`src/rtl/thermal_pkg.sv`:
```
// Shared definitions for the thermostat plant and controller: mode encoding
// and Q8.8 temperature format constants.
package thermal_pkg;

    // Plant / controller mode; 2'b11 is unused and treated as illegal.
    typedef enum logic [1:0] {
        IDLE    = 2'b00,
        HEATING = 2'b01,
        COOLING = 2'b10
    } mode_t;

    // Signed Q8.8 temperature format.
    localparam int unsigned TEMP_W    = 16;
    localparam int unsigned TEMP_FRAC = 8;

    // Common temperature constants in Q8.8.
    localparam logic [TEMP_W-1:0] TEMP_0_0  = 16'h0000;
    localparam logic [TEMP_W-1:0] TEMP_20_0 = 16'h1400;
    localparam logic [TEMP_W-1:0] TEMP_40_0 = 16'h2800;

endpackage

```
`src/rtl/thermal_step.sv`:
```
// Combinational temperature step: ambient drift (bounded so it never
// overshoots ambient), conditioning rate for the given mode, then clamp.
// All arithmetic is signed at W+2 bits so no intermediate can wrap.
module thermal_step
    import thermal_pkg::*;
#(
    parameter int unsigned  W         = TEMP_W,
    parameter logic [W-1:0] T_MIN     = W'(TEMP_0_0),
    parameter logic [W-1:0] T_MAX     = W'(TEMP_40_0),
    parameter logic [W-1:0] AMB_RATE  = W'(16'h0010),
    parameter logic [W-1:0] HEAT_RATE = W'(16'h0080),
    parameter logic [W-1:0] COOL_RATE = W'(16'h0080)
) (
    input  logic [W-1:0] temp,
    input  logic [W-1:0] ambient,
    input  mode_t        mode,
    output logic [W-1:0] next_temp
);

    localparam int unsigned XW = W + 2;

    function automatic logic signed [XW-1:0] sx(input logic [W-1:0] v);
        return signed'({{2{v[W-1]}}, v});
    endfunction

    logic signed [XW-1:0] t_x;
    logic signed [XW-1:0] a_x;
    logic signed [XW-1:0] d;
    logic signed [XW-1:0] neg_d;
    logic signed [XW-1:0] amb_x;
    logic signed [XW-1:0] drift;
    logic signed [XW-1:0] cond;
    logic signed [XW-1:0] sum;
    logic signed [XW-1:0] lo_x;
    logic signed [XW-1:0] hi_x;

    // Drift toward ambient, conditioning contribution and saturation.
    always_comb begin
        t_x   = sx(temp);
        a_x   = sx(ambient);
        amb_x = sx(AMB_RATE);
        lo_x  = sx(T_MIN);
        hi_x  = sx(T_MAX);
        d     = a_x - t_x;
        neg_d = -d;

        drift = '0;
        if (!d[XW-1] && (d != '0)) begin
            drift = (d > amb_x) ? amb_x : d;
        end else if (d[XW-1]) begin
            drift = (neg_d > amb_x) ? -amb_x : d;
        end

        cond = '0;
        case (mode)
            HEATING: cond =  sx(HEAT_RATE);
            COOLING: cond = -sx(COOL_RATE);
            default: cond = '0;
        endcase

        sum = t_x + drift + cond;

        if (sum < lo_x) begin
            next_temp = T_MIN;
        end else if (sum > hi_x) begin
            next_temp = T_MAX;
        end else begin
            next_temp = sum[W-1:0];
        end
    end

endmodule

```
`src/rtl/thermal_plant.sv`:
```
// Room thermal model: samples heater/cooler commands and ambient once per
// UPDATE_DIV cycles, tracks plant mode and a sticky conflict fault, and
// updates the Q8.8 room temperature with a one-cycle valid pulse.
module thermal_plant
    import thermal_pkg::*;
#(
    parameter int unsigned  W          = TEMP_W,
    parameter int unsigned  UPDATE_DIV = 10,
    parameter logic [W-1:0] T_INIT     = W'(TEMP_20_0),
    parameter logic [W-1:0] T_MIN      = W'(TEMP_0_0),
    parameter logic [W-1:0] T_MAX      = W'(TEMP_40_0),
    parameter logic [W-1:0] AMB_RATE   = W'(16'h0010),
    parameter logic [W-1:0] HEAT_RATE  = W'(16'h0080),
    parameter logic [W-1:0] COOL_RATE  = W'(16'h0080)
) (
    input  logic         clock,
    input  logic         reset,
    input  logic         heat_on,
    input  logic         cool_on,
    input  logic [W-1:0] ambient,
    output logic [W-1:0] temp,
    output logic         temp_valid,
    output logic [1:0]   mode,
    output logic         fault
);

    localparam int unsigned        CNT_W    = $clog2(UPDATE_DIV);
    localparam logic [CNT_W-1:0]   CNT_LAST = CNT_W'(UPDATE_DIV - 1);

    logic [CNT_W-1:0] cnt;
    logic             tick;
    logic             conflict;
    mode_t            mode_q;
    mode_t            mode_next;
    logic [W-1:0]     temp_next;

    assign tick = (cnt == CNT_LAST);
    assign mode = mode_q;

    // Decode the commands into the mode the plant takes at the next tick.
    always_comb begin
        mode_next = IDLE;
        conflict  = 1'b0;
        case ({heat_on, cool_on})
            2'b10:   mode_next = HEATING;
            2'b01:   mode_next = COOLING;
            2'b11:   conflict  = 1'b1;
            default: mode_next = IDLE;
        endcase
    end

    thermal_step #(
        .W         (W),
        .T_MIN     (T_MIN),
        .T_MAX     (T_MAX),
        .AMB_RATE  (AMB_RATE),
        .HEAT_RATE (HEAT_RATE),
        .COOL_RATE (COOL_RATE)
    ) u_step (
        .temp      (temp),
        .ambient   (ambient),
        .mode      (mode_next),
        .next_temp (temp_next)
    );

    // Sample counter, mode FSM, sticky fault and temperature register.
    always_ff @(posedge clock) begin
        if (reset) begin
            cnt        <= '0;
            temp       <= T_INIT;
            temp_valid <= 1'b0;
            mode_q     <= IDLE;
            fault      <= 1'b0;
        end else begin
            temp_valid <= tick;
            if (tick) begin
                cnt    <= '0;
                mode_q <= mode_next;
                temp   <= temp_next;
                if (conflict) begin
                    fault <= 1'b1;
                end
            end else begin
                cnt <= cnt + CNT_W'(1);
                if (!(mode_q inside {IDLE, HEATING, COOLING})) begin
                    mode_q <= IDLE;
                end
            end
        end
    end

endmodule

```
`config.mk`:
```
export PLATFORM = sky130hd
export DESIGN_NAME = thermal_plant
export DESIGN_NICKNAME = d
export VERILOG_FILES = /design/src/rtl/thermal_pkg.sv /design/src/rtl/thermal_step.sv /design/src/rtl/thermal_plant.sv
export SDC_FILE = /design/constraint.sdc
export NUM_CORES = 1
export LEC_CHECK = 0
export CORE_UTILIZATION = 30
export DETAILED_ROUTE_END_ITERATION = 8
export SLEW_MARGIN = 5
export SYNTH_ARGS = -nofsm -noshare
export SYNTH_HDL_FRONTEND = slang
export SYNTH_SLANG_ARGS = --single-unit
```
`constraint.sdc`:
```
create_clock -name clock -period 11.8 [get_ports clock]
set_input_delay 1.77 -clock clock [delete_from_list [all_inputs] [get_ports clock]]
set_output_delay 1.77 -clock clock [all_outputs]
set_load 0.02 [all_outputs]
```
==> metrics.md <==
| Metric | Value |
|---|---|
| Outcome | `completed` |
| Worst-case clock buffer depth | `2` |
| Worst slew pin tran | `653 ps` |
| Layout cells sized above 1 | `between 7 and 8%` |
| Vias in the first global route | `3318` |
| First-pass GRT wire length | `15600 um` |
| Final Hold Viols | `0` |
| Die Wd | `111 um` |
| Clock-pin slew on the worst setup and hold paths | `60 ps` |
| Row count | `39` |
| Slew Limit Fails | `0` |
| CP Capture Type | `flip-flop` |
| Num CTS Buffers | `3` |
| # H-tree levels | `1` |
| Post-synth ARST share | `0%` |
| Die footprint | `12200 sq um` |
| Final ANT Viol Nets | `0` |
| Number of remaining DRC errors | `0` |
| Final TNS setup | `0 ps` |
| HP Class | `flip-flop to flip-flop` |
| Rel. slew slack | `between 50% and 60%` |
| Hold EP | `cnt[0]` |
| Worst EP arrival | `8680 ps` |
| R2R cell count | `24` |
| FF-to-FF setup slack | `4940 ps` |
| Post-Syn Area per Cell | `around 8 sq um` |
| # Post-CTS Setup Buffers | `0` |
| GPL Wtd Cong | `0.902` |
| Hold path startpoint | `cnt[0]` |
| Design area | `4160 sq um` |
| Register area | `between 400 and 500 sq um` |
| RSZ-0062 raised after global routing | `false` |
| # nets final | `~550` |
| CTS tree | `yes` |
| Synth Warn # | `0` |
| Starting DRT DRC Count | `120` |
| Antenna Cells | `0` |
| Max frequency | `roughly 120 MHz` |
| Worst Setup Start Kind | `input port` |
| Cell variety after synth | `75` |
| Pwr Total | `0.352 mW` |
| Clk Latency, worst-skew pair | `260 ps` |
| Dpl hpwl | `7830 um` |
| Pin count of the biggest net entering global routing | `16` |
| Req. time, crit path | `11970 ps` |
| DP Area | `4060 sq um` |
| Synth Cell Area | `3530 sq um` |
| Detailed Route WL | `9160 um` |
| P&R area growth vs syn | `17.8%` |
| Pleak | `1.72 nW` |
| PortBufs | `39` |
| Hold Crit Depth | `1` |
| Root Buffer | `clkbuf_16` |
| Multi-input logic area | `roughly 2800 sq um` |
| Reg2reg end | `temp[2]` |
| Final setup fails | `0` |
| Worst Setup Path Type | `input port to flip-flop` |
| Number of synthesized flops with an enable pin | `0` |
| Core Box Area | `11500 sq um` |
| CP Max Fanout | `10` |
| Die Y | `111 um` |
| Max-Cap Viols | `0` |
| Flops & latches, synth | `24` |
| Final worst-path cycle share | `72.1%` |
| Via count of the routed design | `between 3000 and 4000` |
| Worst Skew | `2.99 ps` |
| Total Routing Usage GR | `between 10% and 20%` |
| DR vias/cell | `5.31` |
| Wire per inst | `14.8 um` |
| Clk sinks | `24` |
| Initial antenna violation count | `0` |
| R2r startpoint | `temp[9]` |
| Drt pass-1 iters | `4` |
| Syn Inst Count | `441` |
| Tmin final | `~8500 ps` |
| Io pins | `40` |
| Post-Syn Nets | `519` |
| Power per cell area | `84.5 nW/um^2` |
| Congestion Overflow GR | `0` |
| Peak VDD IR | `0.0706 mV` |
| Fill cells | `about 1200` |
| Sequential share of the synthesized area | `13.6%` |
| Main synth FF type | `dfxtp_1` |
| CTS resizes | `0` |
| Initial Util | `30.8%` |
| CTS Hold Buffers Added | `0` |
## critical path, stage by stage
cell and delay, ps:
clkdlybuf4s50_1 460, inv_1 40, ha_1 200, fa_1 400, nand2b_1 220, a211oi_2 310
nor2_1 90, xnor2_1 150, nor3_1 320, nand4b_4 160, nor3_2 290, nand4bb_1 140
ha_1 290, a31oi_1 250, o41ai_4 160, a21o_1 220, a21oi_1 190, fa_1 450
ha_1 380, a2111oi_2 500, o21ai_0 210, a41oi_1 370, o21ai_0 180, o31ai_2 380
nand4_2 330, o22ai_1 210
## area by class of cell
type | instances | area share (%)
multi-input cells | 360 | 67.8
flip-flops and latches | 24 | 11.5
repair buffers | 40 | 9.56
well taps | 143 | 4.30
inverters | 47 | 4.24
clock buffers | 3 | 1.80
clock inverters | 1 | 0.721
## worst max-delay path by stage
stage | from | cells after the start | slack, ps | end
finish | ambient[0] | 26 | 3290 | temp[2]
CTS | ambient[0] | 26 | 3320 | temp[3]
global route | ambient[0] | 28 | 2630 | temp[4]
detailed placement | ambient[0] | 26 | 3090 | temp[3]
floorplan | ambient[0] | 28 | 4240 | temp[0]
global placement | ambient[0] | 26 | 3200 | temp[0]
## per-stage QoR
stage	util [%]	cells	setup slack, ps	hold WS (ps)
2_1_floorplan	-	441	4240	433
3_3_place_gp	35.4	614	3200	447
3_5_place_dp	35.4	614	3090	462
4_1_cts	36.3	618	3320	478
5_1_grt	36.3	618	2630	496
6_report	36.3	618	3290	469
## metal layers
metal | track usage, % | routed length (um) | share of wire [%]
met2 | 27.1 | 4480 | 49
met5 | 0 | 0 | 0
met4 | 2.49 | 68 | 0.74
met3 | 0.659 | 200 | 2.2
met1 | 20.4 | 4410 | 48
## synth_stat cells (7+ instances only)
| cell | count | area share, % |
|---|---|---|
| fa_1 | 12 | 6.8 |
| a21oi_1 | 27 | 3.8 |
| dfxtp_1 | 24 | 14 |
| o21ai_1 | 11 | 1.6 |
| o21ai_0 | 19 | 2.7 |
| xnor2_1 | 11 | 2.7 |
| nand2_1 | 28 | 3.0 |
| o21a_1 | 12 | 2.5 |
| a21o_1 | 9 | 1.9 |
| nor3_1 | 9 | 1.3 |
| nand3_1 | 10 | 1.4 |
| a31oi_1 | 7 | 1.2 |
| xor2_1 | 7 | 1.7 |
| nor2_1 | 30 | 3.2 |
| nand2b_1 | 9 | 1.6 |
| a211oi_1 | 7 | 1.5 |
| o22ai_1 | 10 | 1.8 |
| ha_1 | 46 | 16 |
| inv_1 | 47 | 5.0 |
## registers in the layout, indices dropped and copies added, names as in the netlist
name / cells
temp: 16
cnt: 4
mode: 2
fault: 1
temp_valid: 1
## cell families after synthesis
family                     synth area share, %
AOI/OAI and AO/OA                         31.1
and+or+nand+nor                           20.1
adders and majority gates                 23.1
buffers and inverters                     6.48
DFF                                       13.6
xor gates and xnor gates                  4.46
muxes                                     1.17
## layout by cell type, fill, tap and decap left out, types with 5 or more instances in the layout
cell	n
a21oi_1	27
o21ai_0	19
nand2_1	28
o22ai_1	10
o211ai_1	6
xnor2_1	11
nor2_1	30
nor3_1	9
a31oi_1	7
fa_1	12
o21a_1	12
and3_1	5
dfxtp_1	24
inv_1	47
ha_1	46
xor2_1	7
clkdlybuf4s50_1	39
nand2b_1	9
a211oi_1	7
nand4_1	6
a21o_1	9
nand3_1	10
o21ai_1	11
## power by group
group	switching (mW)	internal, mW	total (mW)	leakage, nW
clock	0.0287	0.0674	0.0961	0.0511
combinational	0.101	0.0719	0.173	1.47
sequential	0.000869	0.0819	0.0828	0.194
total	0.131	0.221	0.352	1.72
(Power assumes the default switching activity.)
